`config.mk`:
```
export PLATFORM = sky130hd
export DESIGN_NAME = digit_entry_counter_flat
export DESIGN_NICKNAME = d
export VERILOG_FILES = /design/src/rtl/digit_entry_counter_if.sv /design/src/rtl/digit_entry_counter.sv /design/src/flat_wrapper.sv
export SDC_FILE = /design/constraint.sdc
export NUM_CORES = 1
export LEC_CHECK = 0
export ABC_AREA = 1
export CAP_MARGIN = 20
export CORE_MARGIN = 3
export CORE_UTILIZATION = 30
export CTS_BUF_LIST = sky130_fd_sc_hd__clkbuf_8 sky130_fd_sc_hd__clkbuf_16
export DETAILED_ROUTE_END_ITERATION = 12
export GPL_ROUTABILITY_DRIVEN = 0
export PLACE_DENSITY = 0.49
export REMOVE_ABC_BUFFERS = 1
export SLEW_MARGIN = 40
export SYNTH_ARGS = -nofsm -noshare
export SYNTH_HDL_FRONTEND = slang
export SYNTH_SLANG_ARGS = --single-unit
```
`constraint.sdc`:
```
create_clock -name clk -period 4.6 [get_ports clk]
set_input_delay 1.15 -clock clk [delete_from_list [all_inputs] [get_ports clk]]
set_output_delay 1.15 -clock clk [all_outputs]
set_load 0.05 [all_outputs]
```
`src/rtl/digit_entry_counter_if.sv`:
```
// digit_entry_counter_if
//   Groups the push-button inputs, mode controls and value outputs of the
//   digit entry counter.
//   btn       : raw asynchronous buttons, one per digit
//   dir       : 0 = increment, 1 = decrement
//   carry_en  : 1 = ripple carry/borrow between digits
//   clr       : synchronous load of the initial value, clears ovf
//   num       : current value, one 4-bit digit per nibble
//   btn_pulse : one-cycle accepted-press pulse per button
//   ovf       : sticky wrap/overflow flag
interface digit_entry_counter_if #(
    parameter int DIGITS = 4
);
    logic [DIGITS-1:0]   btn;
    logic                dir;
    logic                carry_en;
    logic                clr;
    logic [4*DIGITS-1:0] num;
    logic [DIGITS-1:0]   btn_pulse;
    logic                ovf;

    modport master (
        output btn, dir, carry_en, clr,
        input  num, btn_pulse, ovf
    );

    modport slave (
        input  btn, dir, carry_en, clr,
        output num, btn_pulse, ovf
    );
endinterface

```
`src/rtl/digit_entry_counter.sv`:
```
// digit_entry_counter
//   N-digit, radix-R number-entry register driven by raw push-buttons.
//   Each button is synchronised, debounced and edge-detected into a single
//   pulse that steps its digit up or down, optionally rippling carry/borrow.
//   Ports:
//     clk : system clock, all state changes on its rising edge
//     rst : asynchronous active-high reset
//     bus : digit_entry_counter_if.slave (btn, dir, carry_en, clr in;
//           num, btn_pulse, ovf out)
module digit_entry_counter #(
    parameter int                  DIGITS          = 4,
    parameter int                  RADIX           = 16,
    parameter int                  DEBOUNCE_CYCLES = 4,
    parameter logic [4*DIGITS-1:0] INIT_VALUE      = 16'hABCD
) (
    input  logic                  clk,
    input  logic                  rst,
    digit_entry_counter_if.slave  bus
);
    localparam int                NUM_W    = 4 * DIGITS;
    localparam int                CNT_W    = (DEBOUNCE_CYCLES > 1) ? $clog2(DEBOUNCE_CYCLES) : 1;
    localparam logic [CNT_W-1:0]  CNT_LAST = CNT_W'(DEBOUNCE_CYCLES - 1);
    localparam logic [4:0]        RAD      = 5'(RADIX);

    logic [DIGITS-1:0] s1;
    logic [DIGITS-1:0] s2;
    logic [DIGITS-1:0] db;
    logic [DIGITS-1:0] db_prev;
    logic [DIGITS-1:0] pulse;
    logic [CNT_W-1:0]  cnt [DIGITS];

    logic [NUM_W-1:0]  num_r;
    logic [NUM_W-1:0]  num_next;
    logic              ovf_r;
    logic              ovf_next;
    logic              chain;
    logic [1:0]        amt;
    logic [4:0]        res;

    // Steps one digit by amt (0..2) in the given direction. Returns
    // {carry_or_borrow, new_digit}. An out-of-range digit behaves as RADIX-1,
    // so increment gives 0 with carry and decrement gives RADIX-2.
    function automatic logic [4:0] digit_step(input logic [3:0] d,
                                              input logic [1:0] a,
                                              input logic       down);
        logic [4:0] v;
        logic [4:0] s;
        v = (5'(d) >= RAD) ? (RAD - 5'd1) : 5'(d);
        if (a == 2'd0) begin
            digit_step = {1'b0, d};
        end else if (!down) begin
            s = v + 5'(a);
            if (s >= RAD) digit_step = {1'b1, 4'(s - RAD)};
            else          digit_step = {1'b0, s[3:0]};
        end else begin
            if (v < 5'(a)) digit_step = {1'b1, 4'(v + RAD - 5'(a))};
            else           digit_step = {1'b0, 4'(v - 5'(a))};
        end
    endfunction

    // Stage: two-flop synchroniser
    always_ff @(posedge clk or posedge rst) begin
        if (rst) begin
            s1 <= '0;
            s2 <= '0;
        end else begin
            s1 <= bus.btn;
            s2 <= s1;
        end
    end

    // Stage: debounce; a change must persist DEBOUNCE_CYCLES cycles, any
    // return to the accepted level restarts the count
    always_ff @(posedge clk or posedge rst) begin
        if (rst) begin
            db <= '0;
            for (int i = 0; i < DIGITS; i++) cnt[i] <= '0;
        end else begin
            for (int i = 0; i < DIGITS; i++) begin
                if (s2[i] == db[i]) begin
                    cnt[i] <= '0;
                end else if (cnt[i] == CNT_LAST) begin
                    db[i]  <= s2[i];
                    cnt[i] <= '0;
                end else begin
                    cnt[i] <= cnt[i] + 1'b1;
                end
            end
        end
    end

    // Stage: rising-edge detect into a one-cycle pulse
    always_ff @(posedge clk or posedge rst) begin
        if (rst) begin
            db_prev <= '0;
            pulse   <= '0;
        end else begin
            db_prev <= db;
            pulse   <= db & ~db_prev;
        end
    end

    // Digit chain: with carry enabled each digit sees its own pulse plus the
    // carry/borrow from below; otherwise digits step independently and any
    // wrap of a pulsed digit flags overflow.
    always_comb begin
        num_next = num_r;
        ovf_next = ovf_r;
        chain    = 1'b0;
        amt      = 2'd0;
        res      = 5'd0;
        for (int i = 0; i < DIGITS; i++) begin
            amt = {1'b0, pulse[i]} + (bus.carry_en ? {1'b0, chain} : 2'd0);
            res = digit_step(num_r[4*i +: 4], amt, bus.dir);
            num_next[4*i +: 4] = res[3:0];
            if (bus.carry_en) chain = res[4];
            else if (res[4])  ovf_next = 1'b1;
        end
        if (bus.carry_en && chain) ovf_next = 1'b1;
    end

    // Stage: value register; clr wins over a coincident pulse
    always_ff @(posedge clk or posedge rst) begin
        if (rst) begin
            num_r <= INIT_VALUE;
            ovf_r <= 1'b0;
        end else if (bus.clr) begin
            num_r <= INIT_VALUE;
            ovf_r <= 1'b0;
        end else if (|pulse) begin
            num_r <= num_next;
            ovf_r <= ovf_next;
        end
    end

    assign bus.num       = num_r;
    assign bus.ovf       = ovf_r;
    assign bus.btn_pulse = pulse;

endmodule
```
`src/flat_wrapper.sv`:
```
// flat-port wrapper written by rule: the top's interface ports become plain ports
module digit_entry_counter_flat 
#(
    parameter int                  DIGITS          = 4,
    parameter int                  RADIX           = 16,
    parameter int                  DEBOUNCE_CYCLES = 4,
    parameter logic [4*DIGITS-1:0] INIT_VALUE      = 16'hABCD
)
  (clk, rst, bus_btn, bus_dir, bus_carry_en, bus_clr, bus_num, bus_btn_pulse, bus_ovf);
  digit_entry_counter_if #(.DIGITS(DIGITS)) bus_i ();
  input  logic clk;
  input  logic rst;
  input wire logic [$bits(bus_i.btn)-1:0] bus_btn;
  input wire logic [$bits(bus_i.dir)-1:0] bus_dir;
  input wire logic [$bits(bus_i.carry_en)-1:0] bus_carry_en;
  input wire logic [$bits(bus_i.clr)-1:0] bus_clr;
  output wire logic [$bits(bus_i.num)-1:0] bus_num;
  output wire logic [$bits(bus_i.btn_pulse)-1:0] bus_btn_pulse;
  output wire logic [$bits(bus_i.ovf)-1:0] bus_ovf;
  assign bus_i.btn = bus_btn;
  assign bus_i.dir = bus_dir;
  assign bus_i.carry_en = bus_carry_en;
  assign bus_i.clr = bus_clr;
  assign bus_num = bus_i.num;
  assign bus_btn_pulse = bus_i.btn_pulse;
  assign bus_ovf = bus_i.ovf;
  digit_entry_counter #(.DIGITS(DIGITS), .RADIX(RADIX), .DEBOUNCE_CYCLES(DEBOUNCE_CYCLES), .INIT_VALUE(INIT_VALUE)) u_core (.clk(clk), .rst(rst), .bus(bus_i));
endmodule
```
[Yosys cells after proc, flatten, opt, wreduce, memory -nomap -nowiden]
Cells that the tools add are included.
Word-level totals
  output and inout bits: 21
  bits in registers: 45
  logic and storage cells: 129
Cells by class
  eq/ne operators: 12
  add/sub/neg operators: 27
  magnitude comparators: 8
  bitwise operators: 6
  mux-type cells: 44
  reductions and logical operators: 15
Operator list (count)
  5-bit two-way mux: 16
  16-bit two-way mux: 2
  4-bit by 2-bit subtractor with 4-bit output: 6
  5-bit >= comparator (second input constant): 4
  1-bit two-way mux: 18
  4-bit by 1-bit adder with 4-bit output (second input constant): 4
  2-bit two-way mux: 8
  2-bit AND reduction: 8
  4-bit by 1-bit subtractor with 4-bit output (second input constant): 4
  4-bit by 2-bit adder with 5-bit output: 3
  4-bit by 2-bit less-than comparator with 1-bit output: 3
  2-bit by 1-bit adder with 2-bit output (second input constant): 4
  2-bit equality test (second input constant): 4
  2-bit zero test: 4
  2-bit inequality test (second input constant): 4
  4-bit by 1-bit subtractor with 4-bit output: 2
  1-bit by 2-bit adder with 2-bit output: 3
  4-bit by 1-bit adder with 5-bit output: 1
  4-bit bitwise AND: 1
  1-bit equality test: 4
  4-bit by 1-bit less-than comparator with 1-bit output: 1
  1-bit NOT: 4
  4-bit NOT: 1
  4-bit OR reduction: 1
  other kinds (2): 2

[Longest topological paths before layout]
Gate-level depths: netlist (run 1).
  depth in word-level cells: 34
  depth in mapped cells: 41
  gate-level depth less buffers: 40

[Worst setup path before layout (run 1)]
Ideal clock, no wire load.
  path kind: reg2reg
  start point: register u_core.pulse[0], in the netlist u_core.bus.btn_pulse[0]
  end point: register u_core.num_r[14], in the netlist u_core.bus.num[14]
  data arrival time: 5.430 ns
  cell stages (with the launch flop): 39
  path slack: -0.955 ns
  buffers on the path: 1
  cells stage by stage: dfrtp_1 > buf_6 > inv_2 > or2_1 > inv_1 > ha_1 > nand3_1 > nand2_1 > nand2_1 > nor2_1 > inv_1 > ha_1 > ha_1 > inv_1 > fa_1 > nor2_1 > nand2_1 > nand2_1 > [3 not listed] > ha_1 > ha_1 > inv_1 > fa_1 > nor2_1 > nand2_1 > nand2_1 > nand2_1 > nor2_1 > inv_1 > ha_1 > ha_1 > inv_1 > fa_1 > o21ai_0 > nand3_1 > nand2_1 > a21oi_1
Between the ends
  longest elaborated chain between the ends: 31
  elaborated cells between the ends (all ways): 50
RTL lines
  start, declared: line digit_entry_counter.sv:29  | logic [DIGITS-1:0] pulse;
  start signal, assigned: line digit_entry_counter.sv:99  | pulse <= db & ~db_prev;
  4-bit by 1-bit adder with 5-bit output: line digit_entry_counter.sv:52  | s = v + 5'(a);
  5-bit >= comparator: line digit_entry_counter.sv:53  | if (s >= RAD) digit_step = {1'b1, 4'(s - RAD)};
  5-bit two-way mux: line digit_entry_counter.sv:53
  5-bit two-way mux: line digit_entry_counter.sv:51  | end else if (!down) begin
  5-bit two-way mux: line digit_entry_counter.sv:49  | if (a == 2'd0) begin
  1-bit two-way mux: line digit_entry_counter.sv:116  | if (bus.carry_en) chain = res[4];
  1-bit two-way mux: line digit_entry_counter.sv:113  | amt = {1'b0, pulse[i]} + (bus.carry_en ? {1'b0, chain} : 2'd0);
  1-bit by 2-bit adder with 2-bit output: line digit_entry_counter.sv:113
  [15 not listed]
  1-bit by 2-bit adder with 2-bit output: line digit_entry_counter.sv:113
  4-bit by 2-bit adder with 5-bit output: line digit_entry_counter.sv:52
  4-bit by 1-bit subtractor with 4-bit output / 5-bit >= comparator (equally long branches): line digit_entry_counter.sv:53
  5-bit two-way mux: line digit_entry_counter.sv:53
  5-bit two-way mux: line digit_entry_counter.sv:51
  5-bit two-way mux: line digit_entry_counter.sv:49
  16-bit two-way mux: line digit_entry_counter.sv:130  | end else if (|pulse) begin
  16-bit two-way mux: line digit_entry_counter.sv:127  | end else if (bus.clr) begin
  end signal, assigned: line digit_entry_counter.sv:131  | num_r <= num_next;
  end, declared: line digit_entry_counter.sv:32  | logic [NUM_W-1:0] num_r;
Parallel ways exist; a longest one is shown, timed or not. The select of a mux whose other input is x is not followed.
A chain may end at the register's enable or synchronous reset.

[Worst setup path in the final report (run 1)]
  start point: input port bus_dir
  end point: register u_core.ovf_r, in the netlist u_core.bus.ovf
Between the ends
  longest elaborated chain between the ends: 31
  elaborated cells between the ends (all ways): 48
RTL lines
  start, declared: line flat_wrapper.sv:14  | input wire logic [$bits(bus_i.dir)-1:0] bus_dir;
  5-bit two-way mux: line digit_entry_counter.sv:51
  5-bit two-way mux: line digit_entry_counter.sv:49
  1-bit two-way mux: line digit_entry_counter.sv:116
  1-bit two-way mux: line digit_entry_counter.sv:113
  1-bit by 2-bit adder with 2-bit output: line digit_entry_counter.sv:113
  4-bit by 2-bit adder with 5-bit output: line digit_entry_counter.sv:52
  5-bit >= comparator: line digit_entry_counter.sv:53
  5-bit two-way mux: line digit_entry_counter.sv:53
  [15 not listed]
  5-bit two-way mux: line digit_entry_counter.sv:53
  5-bit two-way mux: line digit_entry_counter.sv:51
  5-bit two-way mux: line digit_entry_counter.sv:49
  1-bit two-way mux (on tied branches): line digit_entry_counter.sv:117, digit_entry_counter.sv:116
  1-bit two-way mux / 1-bit logical AND (equally long branches): line digit_entry_counter.sv:116, digit_entry_counter.sv:119
  1-bit two-way mux (*): line digit_entry_counter.sv:119  | if (bus.carry_en && chain) ovf_next = 1'b1;
  1-bit two-way mux (*): line digit_entry_counter.sv:130
  1-bit two-way mux (*): line digit_entry_counter.sv:127
  end signal, assigned: line digit_entry_counter.sv:132  | ovf_r <= ovf_next;
  end, declared: line digit_entry_counter.sv:34  | logic ovf_r;
Mark *: on every way between the ends. The rest lies on a longest branch, timed or not. The select of a mux whose other input is x is not followed.

==> metrics.md, run 1 <==
| Metric | Value |
|---|---|
| Post-Synthesis Cells | just under 300 |
| RSZ-0062 raised after global routing | yes |
| Largest cells by area after synthesis | dfrtp_1 (34%), ha_1 (13%), dfstp_2 (10%), inv_1 (7.6%), nand2_1 (7.5%) |
| Count of input and output buffers | 29 |
| Worst-case clock buffer depth | 2 |
| Worst Max-Slew Pin Slew | 0.644 ns |
| Synth Area per Inst | 8.71 sq um |
| Hold/Removal Path Class | flip-flop to flip-flop |
| Hpwl dp | 3960 um |
| Cell area after layout | 3650 sq um |
| Die Ht | 98.5 um |
| Crit path launch type | input pin |
| Setup violators final | 4 |
| Critical Path RT | 4.83 ns |
| Wire per inst | 12.3 um |
| Vias | 2112 |
| Pleak | about 0.0017 uW |
| Vias in the first global route | 2025 |
| Row count | 33 |
| Vias per cell | between 4 and 5 |
| Post-synth EDFFs | 0 |
| CP bufs+invs | 9 |
| Fill count | 827 |
| Tcrit/Tclk final | 112% |
| Main synth FF type | dfrtp_1 |
| Hold Vio Cnt, Final | 0 |
| CTS sink cnt | 45 |
| GR Util All Layers | approximately 12% |
| Die width | roughly 99 um |
| Area Overhead vs Synth | 42.0% |
| Post-synth ARST share | 100% |
| Most numerous cell in the Yosys netlist | inv_1 |
| Setup TNS Final | -2.04 ns |
| Pre-antenna DRT Iters | 4 |
| Outcome | complete, but fails checks |
| Synth area leader | dfrtp_1 |
| CTS Root Cell | clkbuf_8 |
| TritonCTS Buffers | 5 |
| CTS tree | yes |
| Yosys reg bits | 45 |
| Synth warn | 0 |
| Initial antenna violation count | 0 |
| Clock Skew | 0.0108 ns |
| Routed Antenna Nets | 0 |
| Post-synthesis cell area | 2570 sq um |
| Starting DRT DRC Count | 79 |
| CP most frequent cell | inv_2 |
| Largest net degree at the start of global routing | 46 |
| Largest stage delay, worst path | 0.37 ns |
| Max H-tree Level | 2 |
| Maximum fanout along the worst path | 2 |
| Worst setup EP type | flip-flop |
| Share of the synthesized area in the top cell type | roughly a third |
| Ports | 30 |
| Initial Utilization | 31.1% |
| Count of cell types in the netlist | 29 |
| Proportion of layout cells with a drive suffix above 1 | 32.9% |
| Cell Pwr Density | slightly below 500 nW/um^2 |
| Clk_lat worst skew | 0.30 ns |
| Fin. max-slew vios | 0 |
| GR Overflow Total | 0 |
| Seq/Total Area, Yosys | 44.3% |
| First-pass GRT wire length | 9550 um |
| Failing checks | negative setup slack |
| CP arrival | about 5.4 ns |
| Synth cell count leaders | inv_1 (52), nand2_1 (51), dfrtp_1 (35) |
| # nets final | 408 |
| Ant diodes | 0 |
| CP max stage cell | fa_2 |
| Final WS setup | -0.567 ns |
| Area after DPL | 3190 sq um |
| Slew headroom | 57.0% |
| Min cycle time layout | 5.17 ns |
| CP delay by family, top | adder cells |
| Core box area | 8260 sq um |
| Setup CP Type | input pin to flip-flop |
| Die area | 9710 sq um |
| Remaining DRCs | 0 |
| Total of max-cap violations | 0 |
| Fmax | 194 MHz |
| Clock Pin Slew Worst Setup and Hold Paths | roughly 0.10 ns |
| Max IR drop VDD | ~0.28 mV |
| Post-layout util | 44.2% |
| Drt total wl | 5800 um |
## registers in the layout, indices dropped and copies added (netlist names)
register / count
u_core.bus.ovf: 1
u_core.s2: 4
u_core.db_prev: 4
u_core.bus.btn_pulse: 4
u_core.cnt: 8
u_core.db: 4
u_core.bus.num: 16
u_core.s1: 4
## through the flow
step           total power [uW]  std cells  worst slack, ns  hold slack [ns]
3_3_place_gp               1340        455            -1.63            0.333
5_1_grt                    1940        473           -0.816            0.372
6_report                   1790        473           -0.567            0.355
2_1_floorplan              1080        291           -0.945            0.331
3_5_place_dp               1350        455            -1.71            0.335
4_1_cts                    1770        471           -0.725            0.359
## logic make-up after synthesis
logic type | Yosys count | synth area share, %
AND/OR/NAND/NOR | 118 | 20.0
buffers and inverters | 61 | 9.45
flip-flops | 45 | 44.3
AO/OA/AOI/OAI | 35 | 7.50
adder cells (fa/ha/maj) | 32 | 17.3
XOR/XNOR | 4 | 1.36
## layer usage
metal  part of all wire, %  track usage [%]  wire length (um)
met5                     0                0                 0
met4                  0.33             2.21                19
met3                   3.7             3.11               217
met2                    48             19.9              2780
met1                    48             16.4              2780
## cell usage in the layout (no fill, tap or decap), types with 3 or more instances in the layout
master            n
dfstp_2          10
nand2_2           7
nor2_1           29
nor3_1            4
clkdlybuf4s50_1  27
o21ai_1           3
ha_4             11
inv_2            14
dfrtp_1          35
o21ai_0          13
xnor2_1           4
a21oi_1           6
inv_1            38
a21oi_2           3
nand3_1          18
ha_1             13
o211ai_1          3
clkbuf_8          5
nand2_1          44
inv_4             5
nor2_4            5
buf_4            39
fa_2              6
## report_power, final
group	internal, uW	switching (uW)	leakage (uW)
logic	365	500	0.00111
registers	514	90.4	0.000551
clock network	166	151	0.0000591
## area by class of cell
type | instances | area, sq um | share of cell area (%)
Tap cell | 105 | 131 | 3.60
Clock buffer | 5 | 68.8 | 1.89
Multi-Input combinational cell | 189 | 1440 | 39.5
Sequential cell | 45 | 1140 | 31.2
Inverter | 57 | 226 | 6.21
Clock inverter | 3 | 47.5 | 1.30
Timing Repair Buffer | 69 | 594 | 16.3
## worst paths after layout
check | to | slack [ns] | cells after the start | from
min | u_core.s2[1] | 0.35 | 0 | u_core.s1[1]
max reg2reg | u_core.bus.ovf | -0.51 | 37 | u_core.bus.num[0]
max in group asynchronous | u_core.bus.num[15] | 2.96 | 2 | rst
min in group asynchronous | u_core.cnt[4] | 1.26 | 2 | rst
max | u_core.bus.ovf | -0.57 | 35 | bus_dir
min reg2reg | u_core.s2[1] | 0.35 | 0 | u_core.s1[1]
## repair_timing
item	4_1_cts	5_1_grt
buffers inserted	8	2
endpoints found under the setup margin	6	5
hold buffers	0	0
endpoints found under the hold margin	0	0
pin swaps	23	17
gates resized for setup	57	22
gates cloned	0	0
Power figures use the tool's default switching activity.
==> inputs of run 2 (changes only) <==
==> constraint.sdc (replaced) <==
create_clock -name clk -period 4.6 [get_ports clk]
set_input_delay 1.15 -clock clk [delete_from_list [all_inputs] [get_ports clk]]
set_output_delay 1.15 -clock clk [all_outputs]
set_load 0.01 [all_outputs]
==> results of run 2 <==
The final DEF is identical to that of run 1. Status: complete, but fails checks: negative setup slack.
Main changes from that run: total power 1790 uW -> 1660 uW; worst IR drop on VDD 0.282 mV -> 0.235 mV
